$ cat config.mk
export PLATFORM = sky130hd
export DESIGN_NAME = oam_dma
export DESIGN_NICKNAME = d
export VERILOG_FILES = /design/src/rtl/oam_dma.sv
export SDC_FILE = /design/constraint.sdc
export NUM_CORES = 1
export LEC_CHECK = 0
export CORE_AREA = 10 10 64 66
export CTS_CLUSTER_DIAMETER = 80
export DETAILED_ROUTE_END_ITERATION = 8
export DIE_AREA = 0 0 74 76
export DONT_BUFFER_PORTS = 1
export PLACE_DENSITY = 0.78
export REMOVE_ABC_BUFFERS = 1
export SYNTH_ARGS = -nofsm -noshare
export SYNTH_HDL_FRONTEND = slang
export SYNTH_SLANG_ARGS = --single-unit
export TNS_END_PERCENT = 10
$ cat constraint.sdc
create_clock -name clk -period 1.63 [get_ports clk]
set_input_delay 0.326 -clock clk [delete_from_list [all_inputs] [get_ports clk]]
set_output_delay 0.326 -clock clk [all_outputs]
set_load 0.05 [all_outputs]
$ cat src/rtl/oam_dma.sv
// OAM DMA engine: copies LENGTH bytes from a source page to DST_BASE over the
// shared bus, fencing CPU accesses to the HRAM window while the copy is running.
module oam_dma #(
  parameter logic [15:0] REG_ADDR  = 16'hFF46,
  parameter logic [15:0] DST_BASE  = 16'hFE00,
  parameter int unsigned LENGTH    = 160,
  parameter logic [15:0] HRAM_BASE = 16'hFF80,
  parameter logic [15:0] HRAM_LAST = 16'hFFFE
) (
  input  logic        clk,
  input  logic        reset,
  input  logic [15:0] cpu_addr,
  input  logic [7:0]  cpu_data_w,
  input  logic        cpu_we,
  output logic [7:0]  cpu_data_r,
  output logic [15:0] bus_addr,
  output logic [7:0]  bus_data_w,
  output logic        bus_we,
  input  logic [7:0]  bus_data_r,
  output logic        dma_active
);

  typedef enum logic [1:0] {S_IDLE, S_START, S_READ, S_WRITE} state_t;

  localparam logic [7:0] LAST_IDX = 8'(LENGTH - 1);

  state_t      state_q, state_d;
  logic [7:0]  src_hi_q, src_hi_d;
  logic [7:0]  idx_q, idx_d;
  logic [7:0]  latch_q, latch_d;

  logic        reg_hit, reg_wr, busy, hram_hit, granted;
  logic [7:0]  eff_hi;
  logic [15:0] dma_addr;

  assign reg_hit = (cpu_addr == REG_ADDR);
  assign reg_wr  = cpu_we && reg_hit;
  assign busy    = (state_q == S_READ) || (state_q == S_WRITE);

  // Sources in the E0..FF pages alias down to C0..DF (echo RAM mirror).
  assign eff_hi   = (src_hi_q >= 8'hE0) ? (src_hi_q - 8'h20) : src_hi_q;
  assign dma_addr = (state_q == S_READ) ? {eff_hi, idx_q} : (DST_BASE + {8'h00, idx_q});

  assign hram_hit = (cpu_addr >= HRAM_BASE) && (cpu_addr <= HRAM_LAST);
  assign granted  = hram_hit && (cpu_addr == dma_addr);

  always_ff @(posedge clk) begin
    if (reset) begin
      state_q  <= S_IDLE;
      src_hi_q <= 8'hFF;
      idx_q    <= '0;
      latch_q  <= '0;
    end else begin
      state_q  <= state_d;
      src_hi_q <= src_hi_d;
      idx_q    <= idx_d;
      latch_q  <= latch_d;
    end
  end

  always_comb begin
    state_d  = state_q;
    src_hi_d = src_hi_q;
    idx_d    = idx_q;
    latch_d  = latch_q;
    unique case (state_q)
      S_IDLE:  state_d = S_IDLE;
      S_START: state_d = S_READ;
      S_READ: begin
        latch_d = bus_data_r;
        state_d = S_WRITE;
      end
      S_WRITE: begin
        if (idx_q == LAST_IDX) begin
          state_d = S_IDLE;
        end else begin
          idx_d   = idx_q + 8'd1;
          state_d = S_READ;
        end
      end
      default: state_d = S_IDLE;
    endcase
    // A register write restarts from any state, including the final WRITE.
    if (reg_wr) begin
      src_hi_d = cpu_data_w;
      idx_d    = '0;
      state_d  = S_START;
    end
  end

  always_comb begin
    bus_addr   = cpu_addr;
    bus_data_w = cpu_data_w;
    bus_we     = cpu_we && !reg_hit;
    if (busy) begin
      bus_addr   = dma_addr;
      bus_data_w = latch_q;
      bus_we     = (state_q == S_WRITE);
    end
  end

  always_comb begin
    cpu_data_r = bus_data_r;
    if (reg_hit) begin
      cpu_data_r = src_hi_q;
    end else if (busy && !granted) begin
      cpu_data_r = 8'hFF;
    end
  end

  assign dma_active = (state_q != S_IDLE);

endmodule

==> out/results.ini, run 1 <==
[outcome]
outcome = finished, violations left
violations = setup timing

[critical_path]
max_stage_delay_ns = 0.43
path_max_fanout = 8
cp.required_ns = 1.30
worstPathArrival_ns = 1.61
crit_top_cell = buf_6
crit_family = simple AND/OR/NAND/NOR gates
critPathSlowestCell = nor4_4
end_kind = primary output
crit_buf_inv = 2
crit_chain = nand4b_1 -> nor4_4 -> buf_6 -> nor3_2 -> a21oi_2 -> buf_6
start_kind = input pin
crit_type = in2out

[flow_run]
maxCapViolCount = 0

[layout]
nFillCells = 203
nets = 258
num_antenna_cells = 0
areaGrowthSynthToFinish_pct = 32.6
multi_input_area_mm2 = 0.00106
stdcell_area_mm2 = 0.00204
fin_cells = 253
drive_gt1_frac = 0.355
seq_area_um2 = 524

[synthesis]
async_flop_share = 0
synthCells = 194
ys.flop_type = dfxtp_1
synth_cell_types = 34
yosysWarnings = 0
seq_area_frac_synth = 0.339
netlist_area_mm2 = 0.00154
synth-seq-cells = 26
synth_edf_count = 0
syn_avg_cell_area_um2 = 7.91

[timing]
max_freq_ghz = 0.518
drv_slew = 0
min_period_over_period = 1.19
clock_skew_ns = 0.00494
finalHoldViolCount = 0
grt_setup_unrepaired = true
worst_slew_pin_slew_ns = 0.503
layout_setup_ws_ns = -0.302
hold_slack_ns = 0.0514
slew_headroom = 0.656
setup_viol = 33
period_needed_ns = 1.93

[placed_design]
hpwl_um = 3540
place_inst = 242
dpl_cell_area_mm2 = 0.00175
gp_congestion = 0.833
port_buffers = 0

[floorplanning]
dieHeight_um = 76
dieArea_mm2 = 0.00562
die_x_um = 74
core-area_mm2 = 0.00293
pin_count = 69
std_cell_rows = 20
initial_utilization = 0.524

[cts]
clock_latency_ns = 0.32
cts_tree = built
h-tree-depth = 1
root_buffer = clkbuf_4
numClockSinks = 26
clk_pin_slew_ns = 0.14
cts_buffer_depth = 2
numCtsBuffers = 3
postCtsHoldBufs = 0

[power_and_ir_drop]
p_leak_uw = 0.000836
power_density_mw_per_mm2 = 617
ir_drop_mv = 0.628

[detailed_routing]
avgRoutedWirePerCell_um = 19.8
wirelength_um = 5010
vias = 1572
ant_nets = 0
drc = 0
drt-pass1-iter-count = 4
vias_per_cell = 6.21
dr.first_iter.drc_count = 66

[hold_path]
hold_path.class = in2reg

[global_routing]
grt_antenna_before_repair = 0
grt_pass1_wl_um = 7550
grt-ovfl-total = 0
grt_usage = 0.162
grt_max_degree = 19
grt_pass1_vias = 1569

-- worst paths after layout --
kind	start	to	slack, ns	cells past startpoint
max	cpu_addr[5]	cpu_data_r[6]	-0.30	6
min	reset	latch_q[5]	0.05	1
max reg2reg	state_q[1]	idx_q[3]	0.07	5
min reg2reg	latch_q[2]	latch_q[2]	0.47	2
-- through the flow --
step	worst slack [ns]	util	power, uW	setup TNS, ns
after global routing	-0.355	0.695	1300	-7.11
final	-0.302	0.695	1260	-5.03
after floorplan	-0.951	-	862	-23.56
after CTS	-0.268	0.638	1240	-4.92
after detailed placement	-0.316	0.599	920	-4.26
after global placement	-0.198	0.599	919	-1.62
-- cell families (layout without fill, tap and decap cells) --
logic type,after synthesis,count (layout),share of synthesized area
and+or+nand+nor,68,68,0.223
AOI/OAI and AO/OA,50,50,0.190
DFF,26,26,0.339
buffers and inverters,24,50,0.0668
muxes,18,18,0.130
xor gates and xnor gates,6,6,0.0342
adders and majority gates,2,2,0.0163
-- area by class of cell --
class | instances | share of cell area
multi-input cells | 144 | 0.522
flip-flops and latches | 26 | 0.258
repair buffers | 36 | 0.163
well taps | 33 | 0.0203
inverters | 10 | 0.0184
clock buffers | 4 | 0.0178
-- registers in the layout, indices dropped and copies added, names as in the netlist --
name and count:
idx_q 8, latch_q 8, state_q 2, src_hi_q 8
-- synth_stat cells (all sizes together), types with 2 or more instances --
cell / instances / area (um^2)
a211oi: 2 / 15.0
o21ai: 11 / 55.1
and3: 2 / 12.5
nand4: 2 / 12.5
nor3: 7 / 35.0
a31oi: 9 / 56.3
ha: 2 / 25.0
buf: 6 / 35.0
mux2: 16 / 180
nand2b: 2 / 12.5
a21oi: 21 / 105
o22a: 3 / 26.3
mux2i: 2 / 20.0
dfxtp: 26 / 521
xnor2: 6 / 52.6
nor2: 20 / 75.1
a211o: 2 / 17.5
nand2: 23 / 88.8
nand4b: 3 / 26.3
inv: 10 / 37.5
clkbuf: 8 / 30.0
-- layout by cell type (no fill, tap or decap), types with 7 or more instances in the layout --
cell type / count
nand2_1: 22
dfxtp_1: 23
a31oi_1: 9
buf_4: 24
buf_6: 10
o21ai_0: 7
inv_1: 8
a21oi_1: 17
mux2_4: 16
nor2_1: 20
-- layer usage --
layer | routed length, um | vias to the layer above | global-route usage | part of all wire
met5 | 0 | - | 0 | 0
met3 | 591 | 12 | 0.0716 | 0.12
met1 | 1750 | 741 | 0.173 | 0.35
met2 | 2520 | 84 | 0.264 | 0.50
li1 | - | 735 | - | -
met4 | 144 | 0 | 0.0709 | 0.029
-- power breakdown --
part           total, uW  internal (uW)  leakage, uW  switching, uW
Clock                321            137    0.0000210            185
Combinational        299           96.8     0.000606            203
Sequential           635            635     0.000209         0.0105
-- what timing repair did --
action	4_1_cts	5_1_grt
pin swaps	2	2
setup buffers	2	4
cloned	0	1
hold endpoints to repair	0	0
setup endpoints to repair	34	36
gates resized for setup	18	33
No activity file was read; power rests on OpenSTA's default activity.
==> run 2, diff against run 1 <==
Settings changed: CORE_AREA 10 10 64 66 to 10 10 70 60, DIE_AREA 0 0 74 76 to 0 0 80 70, TNS_END_PERCENT 10 to default.
==> out/results.ini, run 2 (synthesis gave the netlist of run 1 again) <==
[outcome]
outcome = finished, violations left
violations = setup timing

[detailed_routing]
drt-pass1-iter-count = 5
vias = 1646
ant_nets = 0
dr.first_iter.drc_count = 175
vias_per_cell = 6.21
drc = 0
avgRoutedWirePerCell_um = 22.6
wirelength_um = 5990

[placed_design]
gp_congestion = 0.807
hpwl_um = 3540
place_inst = 244
port_buffers = 0

[layout]
utilization = 0.790
drive_gt1_frac = 0.404
multi_input_area_mm2 = 0.00112
fin_cells = 265
nFillCells = 182
nets = 263
areaGrowthSynthToFinish_pct = 50.6
top_regs = idx_q: 8 flops, latch_q: 8 flops, src_hi_q: 8 flops
layout_commonest_cell = nand2_1
num_antenna_cells = 0
final_cell_mix = nand2_1 (22), dfxtp_1 (21), nor2_1 (16), buf_4 (16), mux2_4 (15)
seq_area_um2 = 529

[global_routing]
grt_max_degree = 28
grt_pass1_wl_um = 8340
grt_usage = 0.184
grt_antenna_before_repair = 0
grt-ovfl-total = 0
grtUsageMet3 = 0.0754
grt_pass1_vias = 1639
met1_usage = 0.194
gr-max-usage-layer = met2
met2_usage = 0.309

[timing]
max_freq_ghz = 0.518
layout_setup_ws_ns = -0.300
min_period_over_period = 1.18
period_needed_ns = 1.93
fin_tns_setup_ns = -5.29
hold_slack_ns = 0.0133
slew_headroom = 0.673
clock_skew_ns = 0.0185
grt_setup_unrepaired = true
worst_slew_pin_slew_ns = 0.489
drv_slew = 0
setup_viol = 34
finalHoldViolCount = 0

[power_and_ir_drop]
ir_drop_mv = 0.635
comb_power_share = 0.224
swShare = 0.303
p_leak_uw = 0.000912
p_seq_frac = 0.446
power.internal_uw = 991
p_switching_uw = 430
clkPwrFrac = 0.329
power_density_mw_per_mm2 = 615

[floorplanning]
initial_utilization = 0.524
dieHeight_um = 70
pin_count = 69
dieArea_mm2 = 0.00560
die_x_um = 80
std_cell_rows = 18
core-area_mm2 = 0.00293

[hold_path]
hold_path_depth = 1
hold_path.class = in2reg

[flow_run]
maxCapViolCount = 0

[cts]
cts_buffer_depth = 2
numCtsBuffers = 3
clk_pin_slew_ns = 0.16
numClockSinks = 26
root_buffer = clkbuf_4
h-tree-depth = 1
cts_tree = built
clock_latency_ns = 0.35

[critical_path]
path_max_fanout = 11
worstPathArrival_ns = 1.60
crit_chain = nand4b_1 -> nor4_4 -> buf_12 -> nor3_1 -> a21oi_1 -> buf_4
r2r_cells = 4
critPathSlowestCell = nor4_4
cp.required_ns = 1.30
max_stage_delay_ns = 0.38
end_kind = primary output
start_kind = input pin
crit_type = in2out

## run 2: cell types whose count changed in the layout (fill, tap and decap cells not counted), moves of 4 or more
cell,delta
nor2_4,+4
buf_4,-8
a21oi_1,-4
buf_8,+5
nor3_1,+6
nor2_1,-4
## run 2: path summary, 6_finish.rpt
check / from / endpoint / slack [ns]
max reg2reg: state_q[1] / idx_q[4] / 0.03
max: cpu_addr[7] / cpu_data_r[1] / -0.30
min reg2reg: latch_q[0] / latch_q[0] / 0.46
min: reset / latch_q[5] / 0.01
## run 2: layout make-up
| type | count | share of cell area |
|---|---|---|
| Clock buffer | 3 | 0.00974 |
| Timing Repair Buffer | 41 | 0.225 |
| Multi-Input combinational cell | 144 | 0.485 |
| Sequential cell | 26 | 0.229 |
| Clock inverter | 1 | 0.0130 |
| Tap cell | 40 | 0.0216 |
| Inverter | 10 | 0.0162 |
## run 2: timing repair
action / in CTS / in global routing
hold endpoints to repair: 0 / 2
endpoints found under the setup margin: 34 / 34
buffers inserted: 7 / 6
resized for setup: 49 / 31
pin swaps: 4 / 10
cloned: 2 / 3
hold buffers: 0 / 1
## run 2: through the flow
| stage | cell area [um^2] | total power [uW] | setup slack (ns) |
|---|---|---|---|
| after floorplan | 1470 | 862 | -0.951 |
| after global placement | 1750 | 920 | -0.245 |
| after detailed placement | 1750 | 922 | -0.300 |
| after CTS | 2080 | 1390 | -0.235 |
| after global routing | 2310 | 1460 | -0.329 |
| final | 2310 | 1420 | -0.300 |
## run 2: power groups by stage
stage               registers (uW)  clock network (uW)  logic, uW
floorplan                      649                   0        213
global placement               649                   0        270
detailed placement             649                   0        273
CTS                            634                 462        298
global route                   634                 494        330
finish                         634                 468        319
## run 2: layer usage
| metal | part of all wire | routed length [um] |
|---|---|---|
| met5 | 0 | 0 |
| met4 | 0.029 | 176 |
| met3 | 0.11 | 644 |
| met2 | 0.50 | 3010 |
| met1 | 0.36 | 2150 |
## run 2: worst max-delay path: cells and delay by family
kind / cells / cell delay, ns
buffers and inverters: 2 / 0.42
and+or+nand+nor: 3 / 0.67
AOI/OAI and AO/OA: 1 / 0.19
==> run 3, diff against run 2 <==
Settings changed: CORE_AREA 10 10 70 60 to 10 10 77 66, DIE_AREA 0 0 80 70 to 0 0 87 76, PLACE_DENSITY 0.78 to default.
==> out/results.ini, run 3 (synthesis gave the netlist of run 1 again) <==
[detailed_routing]
dr.first_iter.drc_count = 91
drc = 0
vias = 1526
drt-pass1-iter-count = 4
wirelength_um = 5210
vias_per_cell = 5.69
ant_nets = 0
avgRoutedWirePerCell_um = 19.4

[global_routing]
grt_antenna_before_repair = 0
grt_usage = 0.143
grt_pass1_wl_um = 7890
grt_max_degree = 28
grt_pass1_vias = 1535
grt-ovfl-total = 0

[critical_path]
end_kind = primary output
path_max_fanout = 11
crit_buf_inv = 3
crit_type = in2out
crit_family = simple AND/OR/NAND/NOR gates
critPathSlowestCell = nor4_4
start_kind = input pin
crit_top_cell = buf_12
crit_chain = nand4b_1 -> nor4_4 -> buf_12 -> buf_12 -> nand2_2 -> o21ai_2 -> buf_12
max_stage_delay_ns = 0.40
worstPathArrival_ns = 1.52
cp.required_ns = 1.30

[placed_design]
gp_congestion = 0.841
place_inst = 249
hpwl_um = 3640
port_buffers = 0

[timing]
finalHoldViolCount = 0
period_needed_ns = 1.84
slew_headroom = 0.730
clock_skew_ns = 0.00453
grt_setup_unrepaired = true
max_freq_ghz = 0.542
min_period_over_period = 1.13
worst_slew_pin_slew_ns = 0.404
hold_slack_ns = 0.112
setup_viol = 22
fin_tns_setup_ns = -2.30
drv_slew = 0
layout_setup_ws_ns = -0.214

[power_and_ir_drop]
p_leak_uw = 0.000877
power.internal_uw = 890
p_seq_frac = 0.492
clkPwrFrac = 0.281
power_density_mw_per_mm2 = 591
ir_drop_mv = 0.490
comb_power_share = 0.228
p_switching_uw = 397
swShare = 0.309

[outcome]
violations = setup timing
outcome = finished, violations left

[cts]
clk_pin_slew_ns = 0.09
cts_buffer_depth = 2
numClockSinks = 26
root_buffer = clkbuf_8
h-tree-depth = 1
postCtsHoldBufs = 0
cts_tree = built
clock_latency_ns = 0.27
numCtsBuffers = 3

[layout]
areaGrowthSynthToFinish_pct = 41.8
fin_cells = 268
drive_gt1_frac = 0.371
seq_area_um2 = 528
multi_input_area_mm2 = 0.00104
top_regs = idx_q: 8 flops, latch_q: 8 flops, src_hi_q: 8 flops
nets = 263
final_cell_mix = dfxtp_1 (22), buf_4 (21), nand2_1 (20)
nFillCells = 315
num_antenna_cells = 0
layout_commonest_cell = dfxtp_1

[floorplanning]
pin_count = 69
core-area_mm2 = 0.00363
die_x_um = 87
std_cell_rows = 20
initial_utilization = 0.423
dieArea_mm2 = 0.00661
dieHeight_um = 76

[flow_run]
maxCapViolCount = 0

[hold_path]
hold_path.class = in2reg

[run 3: cell type report]
cell class / instances / share of cell area
well taps: 44 / 0.0253
repair buffers: 41 / 0.216
inverters: 10 / 0.0184
multi-input cells: 144 / 0.479
flip-flops and latches: 26 / 0.243
clock buffers: 3 / 0.0190
[run 3: final timing paths]
path / startpoint / to / slack [ns] / cells past startpoint
worst max register to register: idx_q[0] / idx_q[2] / 0.13 / 5
worst max-delay path: cpu_addr[5] / cpu_data_r[3] / -0.21 / 7
worst min register to register: latch_q[1] / latch_q[1] / 0.45 / 2
worst min-delay path: reset / state_q[0] / 0.11 / 1
[run 3: repair_timing]
action                                  in CTS  in global routing
gates resized for setup                     21                 30
endpoints found under the setup margin      29                 29
pin swaps                                    4                  7
cloned                                       1                  3
setup buffers                                4                  8
[run 3: stage by stage]
step / worst slack [ns] / area (um^2) / total power [uW] / util
floorplan: -0.951 / 1470 / 862 / -
global placement: -0.193 / 1760 / 920 / 0.486
detailed placement: -0.222 / 1760 / 922 / 0.486
CTS: -0.217 / 1940 / 1290 / 0.534
global route: -0.334 / 2180 / 1330 / 0.600
finish: -0.214 / 2180 / 1290 / 0.600
[run 3: power by group through the flow]
stage | combinational (uW) | sequential, uW | clock, uW
global placement | 271 | 649 | 0
floorplan | 213 | 649 | 0
detailed placement | 272 | 649 | 0
finish | 293 | 633 | 361
global route | 304 | 633 | 393
CTS | 285 | 633 | 370
[run 3: metal layers]
metal,up-vias,part of all wire,track usage
met5,-,0,0
met4,0,0.0077,0.0243
met3,4,0.094,0.0641
met2,50,0.50,0.240
met1,726,0.40,0.162
li1,746,-,-
